[config.mk]
export PLATFORM = sky130hd
export DESIGN_NAME = vga_pattern_gen
export DESIGN_NICKNAME = d
export VERILOG_FILES = /design/src/rtl/vga_pkg.sv /design/src/rtl/vga_timing.sv /design/src/rtl/vga_pattern_gen.sv
export SDC_FILE = /design/constraint.sdc
export NUM_CORES = 1
export LEC_CHECK = 0
export CAP_MARGIN = 10
export CORE_ASPECT_RATIO = 0.6
export CORE_MARGIN = 2
export CORE_UTILIZATION = 59
export DETAILED_ROUTE_END_ITERATION = 12
export GPL_TIMING_DRIVEN = 0
export PLACE_DENSITY = 0.88
export SETUP_SLACK_MARGIN = 0.05
export SYNTH_ARGS = -nofsm -noshare
export SYNTH_HDL_FRONTEND = slang
export SYNTH_SLANG_ARGS = --single-unit
export TNS_END_PERCENT = 100
[constraint.sdc]
create_clock -name clk -period 5.26 [get_ports clk]
set_input_delay 1.052 -clock clk [delete_from_list [all_inputs] [get_ports clk]]
set_output_delay 1.052 -clock clk [all_outputs]
set_load 0.01 [all_outputs]
[src/rtl/vga_pkg.sv]
// vga_pkg: shared constants and helpers for the VGA timing / test-pattern path.
//   DEF_*   : default 640x480@60 timing (pixels / lines)
//   mode_e  : pattern select encodings
//   clog2   : ceiling log2 used to size the pixel/line counters
package vga_pkg;

  localparam int DEF_H_VISIBLE = 640;
  localparam int DEF_H_FRONT   = 16;
  localparam int DEF_H_SYNC    = 96;
  localparam int DEF_H_BACK    = 48;
  localparam int DEF_V_VISIBLE = 480;
  localparam int DEF_V_FRONT   = 10;
  localparam int DEF_V_SYNC    = 2;
  localparam int DEF_V_BACK    = 33;

  typedef enum logic [1:0] {
    MODE_BARS  = 2'd0,
    MODE_CHECK = 2'd1,
    MODE_RAMP  = 2'd2,
    MODE_SOLID = 2'd3
  } mode_e;

  function automatic int clog2(input int value);
    int r;
    r = 0;
    for (int i = 0; i < 31; i++)
      if ((1 << i) < value) r = i + 1;
    return r;
  endfunction

endpackage

[src/rtl/vga_timing.sv]
// vga_timing: free-running horizontal/vertical counters and raw timing flags.
//   clk, rst   : pixel clock, synchronous active-high reset
//   hcnt, vcnt : current column / line counters
//   hsync_act  : high while inside the horizontal sync pulse (polarity-free)
//   vsync_act  : high while inside the vertical sync pulse (polarity-free)
//   visible    : current counter position is inside the active area
//   line_end   : hcnt is at its last value (counter wraps on the next edge)
//   frame_end  : last pixel of the last line of the frame
module vga_timing
  import vga_pkg::*;
#(
  parameter int H_VISIBLE = DEF_H_VISIBLE,
  parameter int H_FRONT   = DEF_H_FRONT,
  parameter int H_SYNC    = DEF_H_SYNC,
  parameter int H_BACK    = DEF_H_BACK,
  parameter int V_VISIBLE = DEF_V_VISIBLE,
  parameter int V_FRONT   = DEF_V_FRONT,
  parameter int V_SYNC    = DEF_V_SYNC,
  parameter int V_BACK    = DEF_V_BACK,
  localparam int H_TOTAL  = H_VISIBLE + H_FRONT + H_SYNC + H_BACK,
  localparam int V_TOTAL  = V_VISIBLE + V_FRONT + V_SYNC + V_BACK,
  localparam int X_W      = clog2(H_TOTAL),
  localparam int Y_W      = clog2(V_TOTAL)
) (
  input  logic           clk,
  input  logic           rst,
  output logic [X_W-1:0] hcnt,
  output logic [Y_W-1:0] vcnt,
  output logic           hsync_act,
  output logic           vsync_act,
  output logic           visible,
  output logic           line_end,
  output logic           frame_end
);

  localparam logic [X_W-1:0] H_MAX = X_W'(H_TOTAL - 1);
  localparam logic [Y_W-1:0] V_MAX = Y_W'(V_TOTAL - 1);

  // Compare in 32 bits: sync end can equal 2^X_W when the back porch is empty.
  logic [31:0] h32, v32;
  assign h32 = 32'(hcnt);
  assign v32 = 32'(vcnt);

  assign line_end  = (hcnt == H_MAX);
  assign frame_end = line_end && (vcnt == V_MAX);

  always_ff @(posedge clk) begin
    if (rst) begin
      hcnt <= '0;
      vcnt <= '0;
    end else begin
      hcnt <= line_end ? '0 : hcnt + 1'b1;
      if (line_end) vcnt <= (vcnt == V_MAX) ? '0 : vcnt + 1'b1;
    end
  end

  assign hsync_act = (h32 >= 32'(H_VISIBLE + H_FRONT)) &&
                     (h32 <  32'(H_VISIBLE + H_FRONT + H_SYNC));
  assign vsync_act = (v32 >= 32'(V_VISIBLE + V_FRONT)) &&
                     (v32 <  32'(V_VISIBLE + V_FRONT + V_SYNC));
  assign visible   = (h32 < 32'(H_VISIBLE)) && (v32 < 32'(V_VISIBLE));

endmodule

[src/rtl/vga_pattern_gen.sv]
// vga_pattern_gen: VGA timing plus registered test-pattern output.
//   clk, rst            : pixel clock, synchronous active-high reset
//   mode                : pattern select (bars/check/ramp/solid), taken at frame end
//   solid_rgb           : {R,G,B} for solid mode, taken at frame end
//   pixelR/G/B          : registered colour, zero outside the active area
//   hsync_out/vsync_out : registered syncs, active level SYNC_POL
//   de                  : output pixel is visible
//   frame_start         : one-cycle pulse with output pixel (0,0)
//   pix_x, pix_y        : position of the output pixel
// All outputs come from one register stage and describe the same pixel.
module vga_pattern_gen
  import vga_pkg::*;
#(
  parameter int COLOR_BITS = 3,
  parameter int H_VISIBLE  = DEF_H_VISIBLE,
  parameter int H_FRONT    = DEF_H_FRONT,
  parameter int H_SYNC     = DEF_H_SYNC,
  parameter int H_BACK     = DEF_H_BACK,
  parameter int V_VISIBLE  = DEF_V_VISIBLE,
  parameter int V_FRONT    = DEF_V_FRONT,
  parameter int V_SYNC     = DEF_V_SYNC,
  parameter int V_BACK     = DEF_V_BACK,
  parameter bit SYNC_POL   = 1'b0,
  parameter int NUM_STRIPS = 8,
  parameter int CHECK_LOG2 = 5,
  localparam int X_W = clog2(H_VISIBLE + H_FRONT + H_SYNC + H_BACK),
  localparam int Y_W = clog2(V_VISIBLE + V_FRONT + V_SYNC + V_BACK)
) (
  input  logic                    clk,
  input  logic                    rst,
  input  logic [1:0]              mode,
  input  logic [3*COLOR_BITS-1:0] solid_rgb,
  output logic [COLOR_BITS-1:0]   pixelR,
  output logic [COLOR_BITS-1:0]   pixelG,
  output logic [COLOR_BITS-1:0]   pixelB,
  output logic                    hsync_out,
  output logic                    vsync_out,
  output logic                    de,
  output logic                    frame_start,
  output logic [X_W-1:0]          pix_x,
  output logic [Y_W-1:0]          pix_y
);

  localparam int STRIP_W = H_VISIBLE / NUM_STRIPS;
  // Guard against a zero step when the line is narrower than the level count.
  localparam int RAMP_W  = ((H_VISIBLE >> COLOR_BITS) > 0) ? (H_VISIBLE >> COLOR_BITS) : 1;
  localparam int S_W     = clog2(NUM_STRIPS) + 1;

  localparam logic [X_W-1:0] STRIP_LAST = X_W'(STRIP_W - 1);
  localparam logic [X_W-1:0] RAMP_LAST  = X_W'(RAMP_W - 1);
  localparam logic [S_W-1:0] STRIP_MAX  = S_W'(NUM_STRIPS - 1);

  logic [X_W-1:0] hcnt;
  logic [Y_W-1:0] vcnt;
  logic           hsync_act, vsync_act, visible, line_end, frame_end;

  vga_timing #(
    .H_VISIBLE (H_VISIBLE), .H_FRONT (H_FRONT), .H_SYNC (H_SYNC), .H_BACK (H_BACK),
    .V_VISIBLE (V_VISIBLE), .V_FRONT (V_FRONT), .V_SYNC (V_SYNC), .V_BACK (V_BACK)
  ) u_timing (
    .clk       (clk),
    .rst       (rst),
    .hcnt      (hcnt),
    .vcnt      (vcnt),
    .hsync_act (hsync_act),
    .vsync_act (vsync_act),
    .visible   (visible),
    .line_end  (line_end),
    .frame_end (frame_end)
  );

  // Mode and solid colour only change across the frame boundary, so a frame
  // is never drawn in two patterns.
  mode_e                   mode_q;
  logic [3*COLOR_BITS-1:0] solid_q;

  always_ff @(posedge clk) begin
    if (rst) begin
      mode_q  <= MODE_BARS;
      solid_q <= '0;
    end else if (frame_end) begin
      mode_q  <= mode_e'(mode);
      solid_q <= solid_rgb;
    end
  end

  // Strip / level counters track hcnt without a divider. They reload on the
  // line wrap, so strip == min(hcnt/STRIP_W, NUM_STRIPS-1) on every line.
  logic [X_W-1:0]        strip_px, ramp_px;
  logic [S_W-1:0]        strip;
  logic [COLOR_BITS-1:0] level;

  always_ff @(posedge clk) begin
    if (rst || line_end) begin
      strip_px <= '0;
      strip    <= '0;
      ramp_px  <= '0;
      level    <= '0;
    end else begin
      if (strip_px == STRIP_LAST) begin
        strip_px <= '0;
        if (strip != STRIP_MAX) strip <= strip + 1'b1;
      end else begin
        strip_px <= strip_px + 1'b1;
      end
      if (ramp_px == RAMP_LAST) begin
        ramp_px <= '0;
        if (level != '1) level <= level + 1'b1;
      end else begin
        ramp_px <= ramp_px + 1'b1;
      end
    end
  end

  logic [COLOR_BITS-1:0] rgb_r, rgb_g, rgb_b;
  logic [2:0]            bar_idx;
  logic                  chk;

  always_comb begin
    rgb_r   = '0;
    rgb_g   = '0;
    rgb_b   = '0;
    bar_idx = 3'(strip);
    chk     = hcnt[CHECK_LOG2] ^ vcnt[CHECK_LOG2];
    if (visible) begin
      case (mode_q)
        MODE_BARS: begin
          // index 0..7 -> white, yellow, cyan, green, magenta, red, blue, black
          rgb_r = {COLOR_BITS{~bar_idx[1]}};
          rgb_g = {COLOR_BITS{~bar_idx[2]}};
          rgb_b = {COLOR_BITS{~bar_idx[0]}};
        end
        MODE_CHECK: {rgb_r, rgb_g, rgb_b} = {(3*COLOR_BITS){~chk}};
        MODE_RAMP: begin
          rgb_r = level;
          rgb_g = level;
          rgb_b = level;
        end
        MODE_SOLID: {rgb_r, rgb_g, rgb_b} = solid_q;
      endcase
    end
  end

  always_ff @(posedge clk) begin
    if (rst) begin
      pixelR      <= '0;
      pixelG      <= '0;
      pixelB      <= '0;
      hsync_out   <= ~SYNC_POL;
      vsync_out   <= ~SYNC_POL;
      de          <= 1'b0;
      frame_start <= 1'b0;
      pix_x       <= '0;
      pix_y       <= '0;
    end else begin
      pixelR      <= rgb_r;
      pixelG      <= rgb_g;
      pixelB      <= rgb_b;
      hsync_out   <= hsync_act ? SYNC_POL : ~SYNC_POL;
      vsync_out   <= vsync_act ? SYNC_POL : ~SYNC_POL;
      de          <= visible;
      frame_start <= visible && (hcnt == '0) && (vcnt == '0);
      pix_x       <= hcnt;
      pix_y       <= vcnt;
    end
  end

endmodule
==> impl_results.md <==
- Status: finished, final reports clean
- Layout fillers: roughly 470
- Unique masters post-synth: 46
- Root buf cell: clkbuf_8
- Cell Int Power: just under 1000 µW
- # hold bufs at CTS: 0
- Synth-to-layout area growth: 20.94%
- Worst VDD drop: between 0.2 and 0.25 mV
- Synth warnings: 0
- DR vias: 2897
- Syn nets: roughly 400
- Die area: 0.006780 mm²
- Drt drc: 0
- Global Route Usage Sum: 0.2412
- Die W: 105.0 µm
- Post-synthesis sequential area ratio: 0.5047
- Min-Delay Path Class: reg -> reg
- Switching Fraction: 0.2324
- Worst Path Required: 4.21 ns
- CP max FO: 1
- Worst-margin pin slew: 0.5413 ns
- Max cap viols: 0
- Dominant synthesized flop cell: dfxtp_1
- Worst Skew: 0.01234 ns
- Data arrival, critical path: 1.24 ns
- Power density over cell area: 290.5 mW/mm²
- Worst path max stage delay: 0.54 ns
- Synth Instances: 382
- Pin count of the biggest net entering global routing: 17
- Core box area: 0.006001 mm²
- Delay-heaviest family, CP: buffers and inverters
- Drt via density: 5.508
- RSZ-0062 raised after global routing: no
- Clock sinks: ~90
- CP Cell Sequence: clkdlybuf4s50_1
- Final Max Tran Viols: 0
- # port buffers: 44
- CP Buf/Inv Count: 1
- Leak: 0.001691 µW
- Drt pass-1 iters: 5
- Nets: 459
- Final period util: 0.4366
- Post-synth ARST share: 0
- Kind of critical path: reg -> out
- Die H: about 65 µm
- Setup TNS: 0 ns
- Clk buf depth: 2
- Routed wire length: 7729 µm
- Post-CTS Setup Bufs: 0
- Share of layout cells above drive strength 1: 0.07014
- GPL Wtd Cong: 0.8689
- Synthesized area per cell: between 9 and 10 µm²
- Fin. Hold Viols: 0
- Iter 0 DRT Violations: about 190
- Clock power frac: 0.386
- ANT cells: 0
- Antenna Violating Nets Remaining: 0
- Dpl hpwl: 5686 µm
- CTS tree: done
- Synthesized area: between 0.003 and 0.004 mm²
- # H-tree levels: 3
- Number of global-route vias before repair: 2594
- Num rows: 22
- Slew HR: 0.6391
- CP Capture Type: output pin
- Total grt overflow: 0
- Worst hold margin: 0.4457 ns
- Post-CTS resize count: 0
- Initial Utilization: 0.6015
- Wire length per cell: roughly 15 µm
- R2R Setup Slk: 3.26 ns
- Post-synth EDFFs: 0
- Antenna violations before repair: 0
- Final setup fails: 0
- Inserted Clock Buffers: 9
- Register share of total power: 0.561
- Clock transition at path regs: 0.10 ns
- Switching pwr: 294.7 µW
- Crit start category: flop
- Slowest CP cell: clkdlybuf4s50_1
- FF+latch count, synth: 91
- Fmax: 435.4 MHz
- Min Tclk post-route: about 2.3 ns
- Worst skew pair latency: about 0.37 ns
- Io pins: 46
- Logic gate share of total power: 0.053
- First-pass GRT wire length: 12580 µm
==> path summary, 6_finish.rpt <==
| kind | from | end | depth (start not counted) |
|---|---|---|---|
| min | ramp_px[0] | ramp_px[0] | 1 |
| max | pix_x[6] | pix_x[6] | 1 |
| min reg2reg | ramp_px[0] | ramp_px[0] | 1 |
| max reg2reg | u_timing.hcnt[0] | solid_q[0] | 7 |
==> power by group through the flow <==
stage	Combinational (µW)	Sequential [µW]	Clock, µW
floorplan	31.2	729	0
finish	67.1	712	489
global route	73.9	714	526
global placement	65.2	728	0
CTS	67.5	712	495
detailed placement	66.8	728	0
==> cell type report <==
type	instances	area, µm²	share of cell area
multi-input combinational	265	1674	0.3835
timing repair buffer	44	440.4	0.1009
sequential	91	1822	0.4173
buffer	18	83.83	0.01920
clock inverter	6	72.57	0.01662
inverter	8	30.03	0.006879
tap	84	105.1	0.02408
clock buffer	10	137.6	0.03153
==> synth_stat cells, types with 2 or more instances <==
master / n / share of area
a211oi_1: 2 / 0.0042
a21oi_1: 9 / 0.012
a31o_2: 2 / 0.0049
a31oi_1: 9 / 0.016
and2_1: 2 / 0.0035
and3_1: 11 / 0.019
and4_1: 3 / 0.0073
buf_1: 2 / 0.0021
buf_2: 4 / 0.0055
clkbuf_1: 10 / 0.010
dfxtp_1: 91 / 0.50
ha_1: 9 / 0.031
inv_1: 8 / 0.0083
mux2i_1: 16 / 0.044
nand2_1: 40 / 0.042
nand3_1: 19 / 0.026
nand4_1: 8 / 0.014
nor2_1: 41 / 0.043
nor2_4: 2 / 0.0062
nor2b_1: 20 / 0.035
nor3_1: 8 / 0.011
nor4_1: 4 / 0.0069
o21ai_0: 6 / 0.0083
or3_1: 7 / 0.012
or4b_1: 2 / 0.0055
xnor2_1: 8 / 0.019
xor2_1: 20 / 0.049
==> layout by cell type (no fill, tap or decap), types with 3 or more instances in the layout <==
cell | netlist | final
buf_2 | 4 | 4
xor2_1 | 20 | 20
a31oi_1 | 9 | 9
nand2_1 | 40 | 40
clkdlybuf4s50_1 | 0 | 44
xnor2_1 | 8 | 8
inv_1 | 8 | 8
clkbuf_8 | 0 | 10
o21ai_0 | 6 | 6
and4_1 | 3 | 3
mux2i_1 | 16 | 16
nor3_1 | 8 | 8
nand4_1 | 8 | 8
nor2_1 | 41 | 41
nand3_1 | 19 | 19
nor2b_1 | 20 | 20
clkbuf_1 | 10 | 10
or3_1 | 7 | 7
and3_1 | 11 | 11
nor4_1 | 4 | 4
ha_1 | 9 | 9
dfxtp_1 | 91 | 91
a21oi_1 | 9 | 9
==> kinds of logic after synthesis <==
kind of cell    after synthesis  synth area share
simple gates                181            0.2673
xor+xnor                     28           0.06794
compound gates               31           0.05303
flops                        91            0.5047
buf+inv                      26           0.03155
fa+ha+maj                     9           0.03120
mux                          16           0.04437
==> state kept, by name, summed over array words and instances, names as in the netlist, 4 cells and up <==
name	flops
strip_px	10
pix_x	10
ramp_px	10
strip	4
solid_q	9
pix_y	10
u_timing.vcnt	10
u_timing.hcnt	10
==> metrics by stage <==
stage | power (µW) | std cells | area, µm² | worst slack, ns | util
3_5_place_dp | 795.0 | 510 | 4155 | 2.870 | 0.6925
6_report | 1268 | 526 | 4365 | 2.963 | 0.7275
3_3_place_gp | 792.8 | 510 | 4155 | 2.914 | 0.6925
4_1_cts | 1274 | 526 | 4365 | 2.939 | 0.7275
2_1_floorplan | 760.6 | 382 | 3610 | 3.117 | -
5_1_grt | 1314 | 526 | 4365 | 2.910 | 0.7275
==> layer usage <==
metal	track usage	vias up	share of wire
li1	-	1417	-
met1	0.3458	1364	0.49
met2	0.3401	105	0.42
met3	0.07545	11	0.071
met4	0.08833	0	0.014
met5	0	-	0
Power figures use the tool's default switching activity.
